--- src/rtl/keypad_encoder.sv ---
// 4x4 active-low keypad scanner with press/release debounce and one-cycle code strobe.
// Define KEYPAD_REPEAT_EN to add auto-repeat while a key stays held.
module keypad_encoder #(
  parameter int unsigned SCAN_DIV        = 16,
  parameter int unsigned DEBOUNCE_CYCLES = 1000
`ifdef KEYPAD_REPEAT_EN
  ,
  parameter int unsigned REPEAT_DELAY    = 50000,
  parameter int unsigned REPEAT_PERIOD   = 10000
`endif
) (
  input  logic       CLK,
  input  logic       RST,
  input  logic [3:0] ROW_in,
  output logic [3:0] COL_drive,
  output logic [3:0] BCD_out,
  output logic       key_valid,
  output logic       key_held
);

  localparam int unsigned SlotW = $clog2(SCAN_DIV);
  localparam int unsigned DebW  = $clog2(DEBOUNCE_CYCLES + 1);

  typedef enum logic [2:0] {StScan, StDebounce, StPress, StHold, StRelease} state_e;

  state_e           state_q, state_d;
  logic [3:0]       row_meta_q, rows_s;
  logic [1:0]       col_q, col_d;
  logic [1:0]       row_q, row_d;
  logic [3:0]       rows_lat_q, rows_lat_d;
  logic [SlotW-1:0] slot_q, slot_d;
  logic [DebW-1:0]  deb_q, deb_d;
  logic             hit;
  logic [1:0]       hit_row;
  logic [3:0]       code;
  logic             rep_fire;

  always_ff @(posedge CLK or negedge RST) begin
    if (!RST) begin
      row_meta_q <= 4'hF;
      rows_s     <= 4'hF;
      state_q    <= StScan;
      col_q      <= 2'd0;
      row_q      <= 2'd0;
      rows_lat_q <= 4'hF;
      slot_q     <= '0;
      deb_q      <= '0;
    end else begin
      row_meta_q <= ROW_in;
      rows_s     <= row_meta_q;
      state_q    <= state_d;
      col_q      <= col_d;
      row_q      <= row_d;
      rows_lat_q <= rows_lat_d;
      slot_q     <= slot_d;
      deb_q      <= deb_d;
    end
  end

  // Exactly one low row is a hit; anything else (idle or ghosting) is ignored.
  always_comb begin
    hit     = 1'b1;
    hit_row = 2'd0;
    case (rows_s)
      4'b1110: hit_row = 2'd0;
      4'b1101: hit_row = 2'd1;
      4'b1011: hit_row = 2'd2;
      4'b0111: hit_row = 2'd3;
      default: hit = 1'b0;
    endcase
  end

  always_comb begin
    state_d    = state_q;
    col_d      = col_q;
    row_d      = row_q;
    rows_lat_d = rows_lat_q;
    slot_d     = slot_q;
    deb_d      = deb_q;
    case (state_q)
      StScan: begin
        if (slot_q == SlotW'(SCAN_DIV - 1)) begin
          slot_d = '0;
          if (hit) begin
            state_d    = StDebounce;
            row_d      = hit_row;
            rows_lat_d = rows_s;
            deb_d      = '0;
          end else begin
            col_d = col_q + 2'd1;
          end
        end else begin
          slot_d = slot_q + 1'b1;
        end
      end
      StDebounce: begin
        if (rows_s != rows_lat_q) begin
          state_d = StScan;
          col_d   = col_q + 2'd1;
          slot_d  = '0;
        end else if (deb_q == DebW'(DEBOUNCE_CYCLES)) begin
          state_d = StPress;
        end else begin
          deb_d = deb_q + 1'b1;
        end
      end
      StPress: state_d = StHold;
      StHold: begin
        if (&rows_s) begin
          state_d = StRelease;
          deb_d   = '0;
        end
      end
      StRelease: begin
        if (!(&rows_s)) begin
          state_d = StHold;
          deb_d   = '0;
        end else if (deb_q == DebW'(DEBOUNCE_CYCLES - 1)) begin
          state_d = StScan;
          col_d   = 2'd0;
          slot_d  = '0;
        end else begin
          deb_d = deb_q + 1'b1;
        end
      end
      default: state_d = StScan;
    endcase
  end

`ifdef KEYPAD_REPEAT_EN
  localparam int unsigned RepMax = (REPEAT_DELAY > REPEAT_PERIOD) ? REPEAT_DELAY : REPEAT_PERIOD;
  localparam int unsigned RepW   = $clog2(RepMax + 1);

  logic [RepW-1:0] rep_q, rep_d;

  always_ff @(posedge CLK or negedge RST) begin
    if (!RST) rep_q <= '0;
    else      rep_q <= rep_d;
  end

  // Countdown to the next repeat; it is only touched in PRESS/HOLD, so RELEASE freezes it.
  always_comb begin
    rep_d    = rep_q;
    rep_fire = 1'b0;
    case (state_q)
      StPress: rep_d = RepW'(REPEAT_DELAY - 1);
      StHold: begin
        if (rep_q == '0) begin
          rep_fire = 1'b1;
          rep_d    = RepW'(REPEAT_PERIOD - 1);
        end else begin
          rep_d = rep_q - 1'b1;
        end
      end
      default: ;
    endcase
  end
`else
  assign rep_fire = 1'b0;
`endif

  always_comb begin
    code = 4'h0;
    case ({row_q, col_q})
      4'd0:  code = 4'h1;
      4'd1:  code = 4'h2;
      4'd2:  code = 4'h3;
      4'd3:  code = 4'hA;
      4'd4:  code = 4'h4;
      4'd5:  code = 4'h5;
      4'd6:  code = 4'h6;
      4'd7:  code = 4'hB;
      4'd8:  code = 4'h7;
      4'd9:  code = 4'h8;
      4'd10: code = 4'h9;
      4'd11: code = 4'hC;
      4'd12: code = 4'hE;
      4'd13: code = 4'h0;
      4'd14: code = 4'hF;
      default: code = 4'hD;
    endcase
  end

  assign COL_drive = ~(4'b0001 << col_q);
  assign key_valid = (state_q == StPress) || rep_fire;
  assign BCD_out   = key_valid ? code : 4'h0;
  assign key_held  = (state_q == StPress) || (state_q == StHold) || (state_q == StRelease);

endmodule

--- config.mk ---
export PLATFORM = sky130hd
export DESIGN_NAME = keypad_encoder
export DESIGN_NICKNAME = d
export VERILOG_FILES = /design/src/rtl/keypad_encoder.sv
export SDC_FILE = /design/constraint.sdc
export NUM_CORES = 1
export LEC_CHECK = 0
export CAP_MARGIN = 20
export CORE_MARGIN = 2
export CORE_UTILIZATION = 63
export DETAILED_ROUTE_END_ITERATION = 7
export GPL_TIMING_DRIVEN = 0
export PLACE_DENSITY = 0.95
export SLEW_MARGIN = 20
export SYNTH_ARGS = -nofsm -noshare
export SYNTH_HDL_FRONTEND = slang
export SYNTH_SLANG_ARGS = --single-unit
--- constraint.sdc ---
create_clock -name CLK -period 6 [get_ports CLK]
set_input_delay 1.2 -clock CLK [delete_from_list [all_inputs] [get_ports CLK]]
set_output_delay 1.2 -clock CLK [all_outputs]
set_load 0.01 [all_outputs]
# ---- Word-level counts from Yosys, hierarchy flattened
# Memory sizes are Yosys's and may differ from the RTL's.
# Cells that the tools add are included.
dict set report totals {
  register_bits 33
  latch_bits 0
  ramBits 0
  mem_bits_ro 64
  out_inout_bits 10
  elab_cells 80
  memories 1
}
# name words word_bits read_ports rd_clocked_by_memory_dff wr line_no
set memory_table {}
lappend memory_table {{(no name shown)} 16 4 1 0 0 164} ;# case ({row_q, col_q})
dict set report classes {
  n_addsub 3
  mul 0
  n_div 0
  magnitude_cmp 0
  n_eq_ne 24
  shift 1
  n_mux 30
  n_bitwise 1
  reduce_logical 12
}
# op n
set op_table {}
lappend op_table {{10-bit two-way mux} 7}
lappend op_table {{10-bit one-hot mux with 4 select lines} 1}
lappend op_table {{3-bit two-way mux} 7}
lappend op_table {{10-bit == test (second input constant)} 2}
lappend op_table {{4-bit two-way mux} 5}
lappend op_table {{2-bit != test (second input constant)} 9}
lappend op_table {{4-bit == test (second input constant)} 4}
lappend op_table {{3-bit one-hot mux with 5 select lines} 1}
lappend op_table {{2-bit one-hot mux with 3 select lines} 2}
lappend op_table {{4-bit one-hot mux with 3 select lines} 1}
lappend op_table {{10-bit by 1-bit adder with 10-bit output (second input constant)} 1}
lappend op_table {{2-bit two-way mux} 5}
lappend op_table {{3-bit != test (second input constant)} 3}
lappend op_table {{4-bit AND reduction} 2}
lappend op_table {{7-bit AND reduction} 1}
lappend op_table {{3-bit by 2-bit == test with 1-bit output (second input constant)} 2}
lappend op_table {{6-bit AND reduction} 1}
lappend op_table {{5-bit AND reduction} 1}
lappend op_table {{4-bit by 1-bit adder with 4-bit output (second input constant)} 1}
lappend op_table {{4-bit by 3-bit == test with 1-bit output (second input constant)} 1}
lappend op_table {{4-bit != test} 1}
lappend op_table {{4-bit inverter} 1}
lappend op_table {{4-bit nonzero test} 1}
lappend op_table {{4-bit OR reduction} 1}
lappend op_table {{9 further kinds} 10}

# ---- Logic depth before layout (Yosys ltp)
dict set report depth {
  word_depth 6
  ltp_mapped 9
  depth_no_buf 7
}

# ---- Worst setup path before layout
# OpenSTA, ideal clock, no wires.
dict set report synth_timing {
  path_kind {reg-to-output}
  start {reg state_q[1]}
  end {out BCD_out[0]}
  arrival_ns 1.470
  t_required_ns 4.800
  setup_slack_ns 3.330
  stages_incl_launch_ff 5
  path_cell_list {dfrtp_1 > clkbuf_1 > clkbuf_1 > nand2_1 > a311oi_1}
}
dict set report synth_via {
  elab_chain_cells 2
}
# item line_no
set synth_rtl {}
lappend synth_rtl {{start: declaration} 26} ;# state_e state_q, state_d;
lappend synth_rtl {{start signal: assignment} 42} ;# state_q <= StScan;
lappend synth_rtl {{start signal: assignment} 51} ;# state_q <= state_d;
lappend synth_rtl {{3-bit by 2-bit == test with 1-bit output} 185} ;# assign key_valid = (state_q == StPress) || rep_fire;
lappend synth_rtl {{4-bit two-way mux} 186} ;# assign BCD_out = key_valid ? code : 4'h0;
lappend synth_rtl {{end: declaration} 16} ;# output logic [3:0] BCD_out,
# Every way passes these cells.

# ---- Worst setup path after layout
# Same ends and word-level chain as after synthesis.

==> flow_summary.json <==
{
  "outcome": "finished clean",
  "pin_count": 16,
  "maxSlewHeadroom_pct": 52.9,
  "first_global_vias": 1547,
  "wirelength_um": 4110,
  "clockBufferDepth": 2,
  "syn-num-nets": 229,
  "rr_endpoint": "deb_q[9]",
  "synth_common_cells": "22 x nand2_1, 21 x dfrtp_1, 13 x nor2_1",
  "area_growth_pct": 13.1,
  "cts_tree": "yes",
  "antenna_cells": 0,
  "hold_buffers": 0,
  "cap_violations": 0,
  "initialDrtViolationCount": 170,
  "syn_inst": 212,
  "place.port_buffers": 15,
  "post_cts_buffers": 0,
  "die-area_um2": 3900,
  "cts_made_buffers": 5,
  "ir_drop_uv": 184,
  "max_freq_mhz": 261,
  "fin_nets": 251,
  "ant_nets": 0,
  "grt_usage_pct": 23.9,
  "antenna_found_initial": 0,
  "synth.avg_cell_area_um2": 10.1,
  "cp-start-kind": "flip-flop",
  "ys_seq_elements": 33,
  "regArea_um2": 841,
  "htreeDepth": 2,
  "min_from": "row_meta_q[2]",
  "yosysUniqueCellTypes": 51,
  "crit_slowest_cell": "clkdlybuf4s50_1",
  "power_density_nw_per_um2": 329,
  "path_class": "reg2out",
  "cts_root_buffer": "clkbuf_4",
  "syn-cell-area_um2": 2150,
  "hold_viol": 0,
  "cp_common_cell": "clkbuf_1",
  "core_area_um2": 3310,
  "rsz0062_at_grt": "false",
  "period_minus_slack_ps": 3840,
  "finalPower_w": 0.000800,
  "fillers": 246,
  "grt-ovfl-total": 0,
  "drive_gt1_share_pct": 20.4,
  "drc": 0,
  "yosysTopAreaCell": "dfrtp_1",
  "final-max-slew-violation-count": 0,
  "critPathCaptureType": "primary output",
  "grt_pass1_wl_um": 7370,
  "worstPathRequired_ps": 4800,
  "cts.sink_count": 33,
  "viasPerCell": 6.08,
  "r2r_cells": 7,
  "dr.pass1.iters": 4,
  "path_clk_slew_ps": 110,
  "leakage_nw": 1.01,
  "setup-tns-final_ps": 0,
  "crit_arrival_ps": 2640,
  "finalSetupViolCount": 0,
  "timing.rr.start": "rows_s[3]",
  "path_cells": "clkbuf_1 > clkbuf_1 > nand2_1 > a311oi_1 > clkdlybuf4s50_1",
  "synth_top_area_share_pct": 24.4,
  "clock_skew_ps": 13.7,
  "fp-row-count": 21,
  "yosysMostFrequentCell": "nand2_1",
  "multiInputGateArea_um2": 1170,
  "clk_latency_ps": 350,
  "synthTopCellsByArea": "dfrtp_1 24%, dfstp_2 15%, ha_1 6.4%",
  "die_w_um": 62.4,
  "crit_fanout": 10,
  "grt_max_degree": 34,
  "vias": 1709,
  "fp.dieH_um": 62.4,
  "synth_edf_count": 0,
  "async_reset_ff_share_pct": 100,
  "gp_congestion": 0.910,
  "yosys_warnings": 0,
  "synth_flop_cell": "dfrtp_1",
  "route.detailed.wl_per_inst_um": 14.6,
  "hold_depth": 0,
  "worst_path_largest_cell_delay_ps": 570,
  "yosysSeqAreaShare_pct": 39.1,
  "ff2ff_setup_slack_ps": 3450,
  "cts.repair.resized": 0,
  "start_util_pct": 64.9,
  "hold-path-endpoint": "rows_s[2]",
  "finalCritPeriodShare_pct": 64.0,
  "dpl.hpwl_um": 2890,
  "min_path_type": "reg2reg",
  "worst_slew_pin_slew_ps": 707
}
## metrics by stage
step / worst slack (ps) / cell area, um2 / cells / util (%) / hold slack (ps)
2_1_floorplan: 3330 / 2150 / 212 / - / 345
3_3_place_gp: 2540 / 2360 / 273 / 71.2 / 346
3_5_place_dp: 2570 / 2350 / 273 / 71.1 / 347
4_1_cts: 2180 / 2430 / 281 / 73.4 / 364
5_1_grt: 1910 / 2430 / 281 / 73.4 / 369
6_report: 2160 / 2430 / 281 / 73.4 / 362
## logic make-up after synthesis
group / Yosys count / share of synthesized area (%)
simple gates: 73 / 17.8
compound gates: 52 / 18.9
flops: 33 / 39.1
buf+inv: 25 / 6.52
mux: 12 / 6.40
fa+ha+maj: 11 / 6.40
xor+xnor: 6 / 4.89
## state kept, by name, summed over array words and instances, names as in the netlist
register and cells:
row_meta_q 4, col_q 2, state_q 3, deb_q 10
rows_s 4, row_q 2, rows_lat_q 4, slot_q 4
## worst max-delay path by stage
stage               start         end  cells past startpoint
2_1_floorplan  state_q[1]  BCD_out[0]                      4
3_5_place_dp   state_q[1]  BCD_out[0]                      5
4_1_cts        state_q[1]  BCD_out[0]                      5
6_report       state_q[1]  BCD_out[0]                      5
5_1_grt        state_q[1]  BCD_out[0]                      5
3_3_place_gp   state_q[1]  BCD_out[0]                      5
## cells in the final DEF (no fill, tap or decap), types with 2 or more instances in the layout
master / synthesis / routed
nand2_1: 22 / 22
dfrtp_1: 21 / 21
clkdlybuf4s50_1: 0 / 14
nor2_1: 13 / 13
dfstp_2: 12 / 12
inv_1: 11 / 11
o21ai_0: 11 / 11
ha_1: 11 / 11
nand3_1: 10 / 10
o41ai_1: 8 / 8
mux2i_1: 7 / 7
nor3_1: 7 / 7
o31ai_1: 7 / 7
clkbuf_1: 6 / 6
a21oi_1: 6 / 6
buf_6: 5 / 5
clkbuf_4: 0 / 5
mux2_2: 4 / 4
a311oi_1: 3 / 3
nand4b_1: 3 / 3
nor4_1: 3 / 3
nor3b_1: 3 / 3
o41ai_2: 3 / 3
buf_4: 2 / 2
xnor2_2: 2 / 2
xnor2_4: 2 / 2
buf_2: 1 / 2
and3_1: 2 / 2
nand2b_1: 2 / 2
o22ai_1: 2 / 2
## where the power goes
group	internal, W	switching [W]
Clock	0.0000714	0.0000833
Sequential	0.000255	0.0000326
Combinational	0.000160	0.000197
## layout make-up
class                   count  share of cell area (%)
well taps                  46                    2.37
inverters                  11                    1.70
flip-flops and latches     33                    34.6
clock buffers               6                    2.57
repair buffers             15                    5.97
clock inverters             2                   0.669
multi-input cells         154                    48.1
plain buffers              14                    4.07
## layer usage
layer  routed length [um]  GRT usage [%]
met4                   87           11.4
met5                    0              0
met3                  249           5.23
met2                 2040           36.0
met1                 1740           33.0
## worst max-delay path: cells and delay by family, from the launching register on
kind / cells / cell delay, ps
and+or+nand+nor: 1 / 220
DFF: 1 / 420
AOI/OAI and AO/OA: 1 / 230
buffers and inverters: 3 / 1410
Power figures use the tool's default switching activity.
